**config.mk**
```make
export PLATFORM = sky130hd
export DESIGN_NAME = mc_control
export DESIGN_NICKNAME = d
export VERILOG_FILES = /design/src/rtl/mips_ctrl_pkg.sv /design/src/rtl/mc_op_class.sv /design/src/rtl/mc_control.sv
export SDC_FILE = /design/constraint.sdc
export NUM_CORES = 1
export LEC_CHECK = 0
export ABC_AREA = 1
export CAP_MARGIN = 20
export CORE_ASPECT_RATIO = 1.75
export CORE_MARGIN = 10
export CORE_UTILIZATION = 37
export DETAILED_ROUTE_END_ITERATION = 10
export PLACE_DENSITY = 0.86
export SETUP_SLACK_MARGIN = 0.1
export SYNTH_ARGS = -nofsm -noshare
export SYNTH_HDL_FRONTEND = slang
export SYNTH_SLANG_ARGS = --single-unit
```
**constraint.sdc**
```tcl
create_clock -name clk -period 2.9 [get_ports clk]
set_clock_uncertainty 0.05 [all_clocks]
set_input_delay 0.87 -clock clk [delete_from_list [all_inputs] [get_ports clk]]
set_output_delay 0.87 -clock clk [all_outputs]
set_load 0.01 [all_outputs]
```
**src/rtl/mips_ctrl_pkg.sv**
```systemverilog
// Shared MIPS control constants: opcodes, ALUOp encoding, multi-cycle state
// encodings and datapath mux select codes.
package mips_ctrl_pkg;

    localparam int OP_W    = 6;
    localparam int ALUOP_W = 4;

    localparam logic [OP_W-1:0] OP_RTYPE = 6'b000000;
    localparam logic [OP_W-1:0] OP_J     = 6'b000010;
    localparam logic [OP_W-1:0] OP_JAL   = 6'b000011;
    localparam logic [OP_W-1:0] OP_BEQ   = 6'b000100;
    localparam logic [OP_W-1:0] OP_BNE   = 6'b000101;
    localparam logic [OP_W-1:0] OP_ADDI  = 6'b001000;
    localparam logic [OP_W-1:0] OP_ADDIU = 6'b001001;
    localparam logic [OP_W-1:0] OP_ANDI  = 6'b001100;
    localparam logic [OP_W-1:0] OP_ORI   = 6'b001101;
    localparam logic [OP_W-1:0] OP_XORI  = 6'b001110;
    localparam logic [OP_W-1:0] OP_LUI   = 6'b001111;
    localparam logic [OP_W-1:0] OP_LW    = 6'b100011;
    localparam logic [OP_W-1:0] OP_SW    = 6'b101011;

    localparam logic [ALUOP_W-1:0] ALUOP_ADD    = 4'b0000;
    localparam logic [ALUOP_W-1:0] ALUOP_RFUNCT = 4'b1000;
    localparam logic [ALUOP_W-1:0] ALUOP_BEQ    = 4'b0100;
    localparam logic [ALUOP_W-1:0] ALUOP_BNE    = 4'b0110;
    localparam logic [ALUOP_W-1:0] ALUOP_ADDI   = 4'b0001;
    localparam logic [ALUOP_W-1:0] ALUOP_ANDI   = 4'b0010;
    localparam logic [ALUOP_W-1:0] ALUOP_ORI    = 4'b0011;
    localparam logic [ALUOP_W-1:0] ALUOP_XORI   = 4'b0101;
    localparam logic [ALUOP_W-1:0] ALUOP_LUI    = 4'b0111;

    localparam logic [1:0] SRCB_REG     = 2'b00;
    localparam logic [1:0] SRCB_FOUR    = 2'b01;
    localparam logic [1:0] SRCB_IMM     = 2'b10;
    localparam logic [1:0] SRCB_IMM_SH2 = 2'b11;

    localparam logic [1:0] PCSRC_ALU    = 2'b00;
    localparam logic [1:0] PCSRC_ALUOUT = 2'b01;
    localparam logic [1:0] PCSRC_JUMP   = 2'b10;

    typedef enum logic [3:0] {
        S_FETCH  = 4'd0,
        S_DECODE = 4'd1,
        S_MEMADR = 4'd2,
        S_MEMRD  = 4'd3,
        S_MEMWB  = 4'd4,
        S_MEMWR  = 4'd5,
        S_EXEC   = 4'd6,
        S_ALUWB  = 4'd7,
        S_IEXEC  = 4'd8,
        S_IWB    = 4'd9,
        S_BRANCH = 4'd10,
        S_JUMP   = 4'd11
    } state_e;

    typedef enum logic [2:0] {
        CL_MEM,
        CL_RTYPE,
        CL_BR,
        CL_IMM,
        CL_JMP,
        CL_ILLEGAL
    } op_class_e;

endpackage

```
**src/rtl/mc_op_class.sv**
```systemverilog
// Opcode classifier: groups the opcode for DECODE branching and supplies the
// immediate-form ALUOp and sign-extension choice.
module mc_op_class
    import mips_ctrl_pkg::*;
(
    input  logic [OP_W-1:0]    op_i,
    output op_class_e          op_class_o,
    output logic [ALUOP_W-1:0] alu_op_o,
    output logic               sign_ext_o
);

    always_comb begin
        op_class_o = CL_ILLEGAL;
        alu_op_o   = ALUOP_ADD;
        sign_ext_o = 1'b0;
        case (op_i)
            OP_LW, OP_SW:  op_class_o = CL_MEM;
            OP_RTYPE:      op_class_o = CL_RTYPE;
            OP_BEQ:        begin op_class_o = CL_BR; alu_op_o = ALUOP_BEQ; end
            OP_BNE:        begin op_class_o = CL_BR; alu_op_o = ALUOP_BNE; end
            OP_J, OP_JAL:  op_class_o = CL_JMP;
            OP_ADDI:       begin op_class_o = CL_IMM; alu_op_o = ALUOP_ADDI; sign_ext_o = 1'b1; end
            OP_ADDIU:      begin op_class_o = CL_IMM; alu_op_o = ALUOP_ADDI; end
            OP_ANDI:       begin op_class_o = CL_IMM; alu_op_o = ALUOP_ANDI; end
            OP_ORI:        begin op_class_o = CL_IMM; alu_op_o = ALUOP_ORI;  end
            OP_XORI:       begin op_class_o = CL_IMM; alu_op_o = ALUOP_XORI; end
            // lui shifts the immediate into the upper half; extension kind is irrelevant but kept signed
            OP_LUI:        begin op_class_o = CL_IMM; alu_op_o = ALUOP_LUI;  sign_ext_o = 1'b1; end
            default:       op_class_o = CL_ILLEGAL;
        endcase
    end

endmodule

```
**src/rtl/mc_control.sv**
```systemverilog
// Multi-cycle MIPS sequencer: fetch/decode/execute/memory/writeback over a shared
// ALU and memory port. Optional retired-instruction counter: MC_INSTR_COUNT_EN.
module mc_control
    import mips_ctrl_pkg::*;
(
    input  logic               clk,
    input  logic               reset,
    input  logic [OP_W-1:0]    Op,
    input  logic               Zero,
    input  logic               mem_ready,
    output logic               IorD,
    output logic               IRWrite,
    output logic               MemRead,
    output logic               MemWrite,
    output logic               RegDst,
    output logic               MemtoReg,
    output logic               RegWrite,
    output logic               ALUSrcA,
    output logic               SignExtend,
    output logic               pcreg,
    output logic               PCWrite,
    output logic [1:0]         ALUSrcB,
    output logic [1:0]         PCSource,
    output logic [ALUOP_W-1:0] ALUOp,
    output logic               illegal_op,
    output logic [3:0]         state_o,
    output logic [31:0]        instr_retired
);

    // state  | meaning
    // FETCH  | read instruction, PC+4 -> PC on mem_ready
    // DECODE | branch target -> ALUOut, dispatch on opcode class
    // MEMADR | base + offset for lw/sw
    // MEMRD  | load read, wait on mem_ready
    // MEMWB  | load data -> rt
    // MEMWR  | store write, wait on mem_ready
    // EXEC   | R-type ALU operation
    // ALUWB  | ALU result -> rd
    // IEXEC  | immediate ALU operation
    // IWB    | ALU result -> rt
    // BRANCH | compare, conditional PC update
    // JUMP   | jump target -> PC (jal also links $31)

    state_e             state_q;
    op_class_e          op_class;
    logic [ALUOP_W-1:0] imm_alu_op;
    logic               imm_sign_ext;

    mc_op_class u_op_class (
        .op_i       (Op),
        .op_class_o (op_class),
        .alu_op_o   (imm_alu_op),
        .sign_ext_o (imm_sign_ext)
    );

    always_ff @(posedge clk) begin
        if (reset) begin
            state_q <= S_FETCH;
        end else begin
            case (state_q)
                S_FETCH:  if (mem_ready) state_q <= S_DECODE;
                S_DECODE: begin
                    case (op_class)
                        CL_MEM:   state_q <= S_MEMADR;
                        CL_RTYPE: state_q <= S_EXEC;
                        CL_BR:    state_q <= S_BRANCH;
                        CL_IMM:   state_q <= S_IEXEC;
                        CL_JMP:   state_q <= S_JUMP;
                        default:  state_q <= S_FETCH;
                    endcase
                end
                S_MEMADR: state_q <= (Op == OP_LW) ? S_MEMRD : S_MEMWR;
                S_MEMRD:  if (mem_ready) state_q <= S_MEMWB;
                S_MEMWR:  if (mem_ready) state_q <= S_FETCH;
                S_EXEC:   state_q <= S_ALUWB;
                S_IEXEC:  state_q <= S_IWB;
                default:  state_q <= S_FETCH;
            endcase
        end
    end

    always_comb begin
        IorD       = 1'b0;
        IRWrite    = 1'b0;
        MemRead    = 1'b0;
        MemWrite   = 1'b0;
        RegDst     = 1'b0;
        MemtoReg   = 1'b0;
        RegWrite   = 1'b0;
        ALUSrcA    = 1'b0;
        SignExtend = 1'b0;
        pcreg      = 1'b0;
        PCWrite    = 1'b0;
        ALUSrcB    = SRCB_REG;
        PCSource   = PCSRC_ALU;
        ALUOp      = ALUOP_ADD;
        illegal_op = 1'b0;
        case (state_q)
            S_FETCH: begin
                MemRead = 1'b1;
                ALUSrcB = SRCB_FOUR;
                IRWrite = mem_ready;
                PCWrite = mem_ready;
            end
            S_DECODE: begin
                ALUSrcB    = SRCB_IMM_SH2;
                SignExtend = 1'b1;
                illegal_op = (op_class == CL_ILLEGAL);
            end
            S_MEMADR: begin
                ALUSrcA    = 1'b1;
                ALUSrcB    = SRCB_IMM;
                SignExtend = 1'b1;
            end
            S_MEMRD: begin
                MemRead = 1'b1;
                IorD    = 1'b1;
            end
            S_MEMWB: begin
                MemtoReg = 1'b1;
                RegWrite = 1'b1;
            end
            S_MEMWR: begin
                MemWrite = 1'b1;
                IorD     = 1'b1;
            end
            S_EXEC: begin
                ALUSrcA = 1'b1;
                ALUOp   = ALUOP_RFUNCT;
            end
            S_ALUWB: begin
                RegDst   = 1'b1;
                RegWrite = 1'b1;
            end
            S_IEXEC: begin
                ALUSrcA    = 1'b1;
                ALUSrcB    = SRCB_IMM;
                ALUOp      = imm_alu_op;
                SignExtend = imm_sign_ext;
            end
            S_IWB:    RegWrite = 1'b1;
            S_BRANCH: begin
                ALUSrcA  = 1'b1;
                ALUOp    = imm_alu_op;
                PCSource = PCSRC_ALUOUT;
                PCWrite  = (Op == OP_BEQ) ? Zero : ~Zero;
            end
            S_JUMP: begin
                PCSource = PCSRC_JUMP;
                PCWrite  = 1'b1;
                pcreg    = (Op == OP_JAL);
                RegWrite = (Op == OP_JAL);
            end
            default: ;
        endcase
        // reset overrides the decode so no write escapes while the sequencer is restarting
        if (reset) begin
            IRWrite    = 1'b0;
            MemRead    = 1'b0;
            MemWrite   = 1'b0;
            RegWrite   = 1'b0;
            PCWrite    = 1'b0;
            illegal_op = 1'b0;
        end
    end

    assign state_o = state_q;

`ifdef MC_INSTR_COUNT_EN
    logic [31:0] retired_q;
    logic        retire;

    always_comb begin
        case (state_q)
            S_MEMWB, S_ALUWB, S_IWB, S_BRANCH, S_JUMP: retire = 1'b1;
            S_MEMWR: retire = mem_ready;
            default: retire = 1'b0;
        endcase
    end

    always_ff @(posedge clk) begin
        if (reset)       retired_q <= 32'd0;
        else if (retire) retired_q <= retired_q + 32'd1;
    end

    assign instr_retired = retired_q;
`else
    assign instr_retired = 32'd0;
`endif

endmodule

```
# Yosys cells after proc, flatten, opt, wreduce, memory -nomap -nowiden
# Cells that the tools add are included.
[totals] ff_bits=4 in_bits=10 wordCells=81
[classes] n_eq_ne=31 muxes=31 bitwise_logic=1 reduce_logical=17
[ops] operator="6-bit by 4-bit equality test with 1-bit output, second input constant" n=6
[ops] operator="4-bit one-hot mux with 7 select lines" n=1
[ops] operator="3-bit one-hot mux with 7 select lines" n=1
[ops] operator="4-bit one-hot mux with 5 select lines" n=1
[ops] operator="2-bit OR reduction" n=10
[ops] operator="1-bit 2-to-1 mux" n=17
[ops] operator="4-bit by 3-bit equality test with 1-bit output, second input constant" n=4
[ops] operator="4-bit equality test, second input constant" n=4
[ops] operator="3-bit one-hot mux with 5 select lines" n=1
[ops] operator="6-bit by 2-bit equality test with 1-bit output, second input constant" n=2
[ops] operator="6-bit by 3-bit equality test with 1-bit output, second input constant" n=2
[ops] operator="6-bit equality test, second input constant" n=2
[ops] operator="4-bit 2-to-1 mux" n=3
[ops] operator="4-bit by 2-bit equality test with 1-bit output, second input constant" n=2
[ops] operator="4-bit one-hot mux with 2 select lines" n=1
[ops] operator="3-bit by 2-bit equality test with 1-bit output, second input constant" n=2
[ops] operator="3-bit equality test, second input constant" n=2
[ops] operator="6-bit logical NOT" n=1
[ops] operator="2-bit != test, second input constant" n=3
[ops] operator="2-bit one-hot mux with 3 select lines" n=1
[ops] operator="6-bit OR reduction" n=1
[ops] operator="4-bit by 1-bit equality test with 1-bit output, second input constant" n=1
[ops] operator="4-bit logical NOT" n=1
[ops] operator="1-bit one-hot mux with 2 select lines" n=2
[ops] operator="9 further kinds" n=9

# Depth between registers and ports, before layout
# Gate-level depths: netlist of run 1.
[logic_depth] word_depth=6 ltp_mapped=8 depth_no_buf=8

# By module
# Synthesis of run 1 repeated with hierarchy kept, for this count alone.
[hier_totals] hier_cells=185 area_unflattened_um2=998.5
[by_module_without_submodules] mod="mc_control" n_inst=1 cells_each=146 area_per_inst_um2=814.5
[by_module_without_submodules] mod="mc_op_class" n_inst=1 cells_each=39 area_per_inst_um2=183.9

# Worst setup path before layout of run 1
# Ideal clock, no wire load.
[synth_timing] kind="in2out" startpoint="in Op[5]" endpoint="out ALUOp[0]" arrival_ns=1.661 path_slack_ns=0.319 path_stages=6 path_buffers=0 cell_sequence="nor2_4 > inv_2 > nor2_2 > nand2_1 > or2_1 > a21oi_1"
[synth_via] elab_chain_len=4 word_cells_on_any_way=11 cone_classes="eq/ne: 8; mux: 2; reduce/logical: 1"
[synth_rtl] item="from (decl)" line="mc_control.sv:8" text="input logic [OP_W-1:0] Op,"
[synth_rtl] item="6-bit by 4-bit equality test with 1-bit output" line="mc_op_class.sv:16" text="case (op_i)"
[synth_rtl] item="2-bit OR reduction (no source line)"
[synth_rtl] item="3-bit one-hot mux with 7 select lines (*)" line="mc_op_class.sv:16"
[synth_rtl] item="4-bit one-hot mux with 2 select lines (*)" line="mc_control.sv:98" text="case (state_q)"
[synth_rtl] item="to (decl)" line="mc_control.sv:24" text="output logic [ALUOP_W-1:0] ALUOp,"
# Mark *: on every way between the ends. The rest lies on a longest branch, timed or not.

# Final worst setup path of run 1
[layout_timing] startpoint="in Op[3]" endpoint="out ALUOp[0]"
# The elaborated chain is that of the path after synthesis.

==> run summary, run 1 <==
Status -> completed
Hold depth -> 2
All-Layer GR Usage -> 12.61%
Vias in the first global route -> 1159
TritonCTS clock tree -> yes
Latest clock arrival within the worst-skew pair -> 0.22 ns
R2r setup slk -> 1.55 ns
Pin count of the biggest net entering global routing -> 8
Grt peak-use layer -> met2
RSZ-0062 raised after global routing -> yes
Setup TNS -> 0 ns
TritonRoute pass-1 iters -> 2
CTS max path bufs -> 2
VDD IR-drop max -> 0.2819 mV
Power Dens Cells -> 262.4 mW/mm^2
CTS Buf Count -> 3
Worst min-delay path startpoint -> state_o[0]$_SDFFE_PP0P_
Nets -> 217
Clock slew seen by the registers of the worst setup and hold paths -> 0.03 ns
CP arrival -> 1.93 ns
# DRC -> 0
First-pass GRT wire length -> 5126 um
Vias -> 1082
I/O pin total -> 66
Max reg flops -> 4
Final worst slack -> 0.05390 ns
Syn avg cell area -> 5.790 um^2
Worst r2r src -> state_o[2]$_SDFFE_PP0P_
Syn-to-layout area delta -> 51.98%
CTS Sinks -> 4
Ant. Diodes -> 0
Antenna violations before repair -> 0
Most frequent cell after synthesis -> buf_4
Die Footprint -> 0.004828 mm^2
Setup violations, final -> 0
Worst Reg-to-Reg Cells -> 7
H-tree levels -> 1
Post-synthesis sequential area ratio -> 9.040%
Number of synthesized flops with an enable pin -> 0
Met1 track demand over resource -> 10.08%
Post-DR vias/cell -> 4.704
Die W -> 56.99 um
Setup CP Type -> in -> out
Fin crit period -> 2.846 ns
Synth unique cells -> 26
Max Cap Violations -> 0
Pleak -> 0.0006725 uW
Avg WL per Cell -> 14.06 um
Startpoint Class -> primary input
DRT iter0 DRCs -> 19
Aggregate global routing overflow -> 0
Largest cells by area after synthesis -> buf_4 (27%), dfxtp_1 (9.0%), nand3_1 (9.0%), nand2_1 (8.9%), nor2_1 (8.5%)
Initial core utilization -> 38.48%
Yosys top cell by area -> buf_4
Grt met2 use -> 24.18%
Fin crit share -> 98.14%
Root Driver -> clkbuf_8
Max frequency -> 0.3514 GHz
Hold Path Class -> reg -> reg
RePlAce Congestion -> 0.9142
Routed wire length -> 3233 um
Final Hold Viols -> 0
Remaining antenna violation count -> 0
Post-synth top flop -> dfxtp_1
Post-Place Worst Slack -> -0.6794 ns
Crit. End Element -> output pin
Slew Limit Fails -> 0
Async SR Flop Fraction -> 0%
Data required, critical path -> 1.98 ns
Top cells by count, synth -> buf_4 (32), nand2_1 (21), nor2_1 (20)
Post-layout util -> 58.48%
Max Fanout on Critical Path -> 4
M3 GR Usage -> 6.033%
Crit path launch -> Op[3]
Die Ht -> 84.73 um
Syn Inst Count -> 153
Post-synth top area share -> 27.12%
Share of cells above drive strength 1 -> 34.15%
Core Rows -> 23
Worst hold endpoint -> state_o[0]$_SDFFE_PP0P_
Syn Std Cell Area -> 885.9 um^2
Yosys reg bits -> 4
Number of synthesis warnings -> 0
Reg-to-reg endpoint -> state_o[0]$_SDFFE_PP0P_
Fin Hold WS -> 0.5107 ns
Dpl hpwl -> 2532 um
Core ar. -> 0.002302 mm^2
Port buffer count -> 33
-- metal layers --
metal	vias to the layer above	routed length (um)
met1	486	983
met5	-	0
met3	11	362
met2	56	1799
li1	529	-
met4	0	87
-- where the power goes --
part	switching, uW	leakage (uW)	internal, uW
registers	4.40	0.0000326	58.6
clock network	28.2	0.0000216	88.4
logic	104	0.000618	69.2
-- layout make-up --
| class | instances | area (um^2) |
|---|---|---|
| fill | 248 | 955.9 |
| sequential | 4 | 80.08 |
| multi-input combinational | 128 | 673.1 |
| clock buffer | 3 | 41.29 |
| tap | 25 | 31.28 |
| inverter | 19 | 73.82 |
| timing repair buffer | 51 | 446.7 |
-- critical path, stage by stage --
cell and delay, ns:
clkdlybuf4s15_2 0.25, inv_1 0.10, nor2_4 0.15, nand2_2 0.09, or2_1 0.20, a21oi_1 0.11
buf_2 0.14
-- cell families after synthesis --
| group | Yosys count | share of synthesized area (%) |
|---|---|---|
| AOI/OAI and AO/OA | 16 | 11.02 |
| buffers and inverters | 52 | 35.59 |
| DFF | 4 | 9.040 |
| other | 1 | 0.4233 |
| and+or+nand+nor | 80 | 43.93 |
-- repair_timing --
| item | in CTS | in global routing |
|---|---|---|
| hold buffers | 0 | 0 |
| pin swaps | 9 | 9 |
| hold endpoints to repair | 0 | 0 |
| buffers inserted | 2 | 1 |
| gates resized for setup | 66 | 16 |
| endpoints found under the setup margin | 11 | 10 |
-- cells in the final DEF (no fill, tap or decap), types with 2 or more instances in the layout --
| cell type | netlist | routed |
|---|---|---|
| nand3_2 | 0 | 2 |
| buf_6 | 0 | 4 |
| buf_2 | 0 | 8 |
| conb_1 | 1 | 32 |
| nor2_4 | 1 | 6 |
| inv_1 | 13 | 13 |
| clkbuf_8 | 0 | 3 |
| inv_2 | 5 | 4 |
| clkdlybuf4s15_1 | 0 | 4 |
| nand3_1 | 16 | 14 |
| o21ai_2 | 1 | 3 |
| nand4_1 | 3 | 3 |
| nor2_2 | 9 | 6 |
| nand2_2 | 6 | 9 |
| a21oi_2 | 2 | 2 |
| nand2_1 | 21 | 18 |
| o21ai_0 | 2 | 2 |
| a21oi_1 | 5 | 5 |
| nor2_1 | 20 | 18 |
| buf_4 | 32 | 16 |
| dfxtp_1 | 4 | 4 |
| clkdlybuf4s15_2 | 0 | 2 |
| clkdlybuf4s50_1 | 0 | 15 |
-- how the worst max path moves through the flow --
| stage | endpoint | slack [ns] |
|---|---|---|
| finish | ALUOp[0] | 0.05 |
| global route | ALUOp[0] | -0.004 |
| CTS | MemRead | 0.09 |
| detailed placement | ALUOp[0] | -0.68 |
| global placement | illegal_op | -0.67 |
| floorplan | ALUOp[0] | 0.32 |
-- through the flow --
stage / power, uW / instance area (um^2) / instances
after floorplan: 182.0 / 1002 / 184
after global placement: 222.9 / 1232 / 224
after detailed placement: 223.1 / 1232 / 224
after CTS: 342.1 / 1313 / 229
after global routing: 378.2 / 1346 / 230
final: 353.3 / 1346 / 230
Power figures use the tool's default switching activity.
==> run 2: changes to the inputs <==
--- a/config.mk
+++ b/config.mk
@@ -13,6 +13,7 @@
 export DETAILED_ROUTE_END_ITERATION = 10
 export PLACE_DENSITY = 0.86
 export SETUP_SLACK_MARGIN = 0.1
+export SLEW_MARGIN = 15
 export SYNTH_ARGS = -nofsm -noshare
 export SYNTH_HDL_FRONTEND = slang
 export SYNTH_SLANG_ARGS = --single-unit
==> results of run 2 <==
No change in the layout: final DEF, timing and power equal those of run 1.
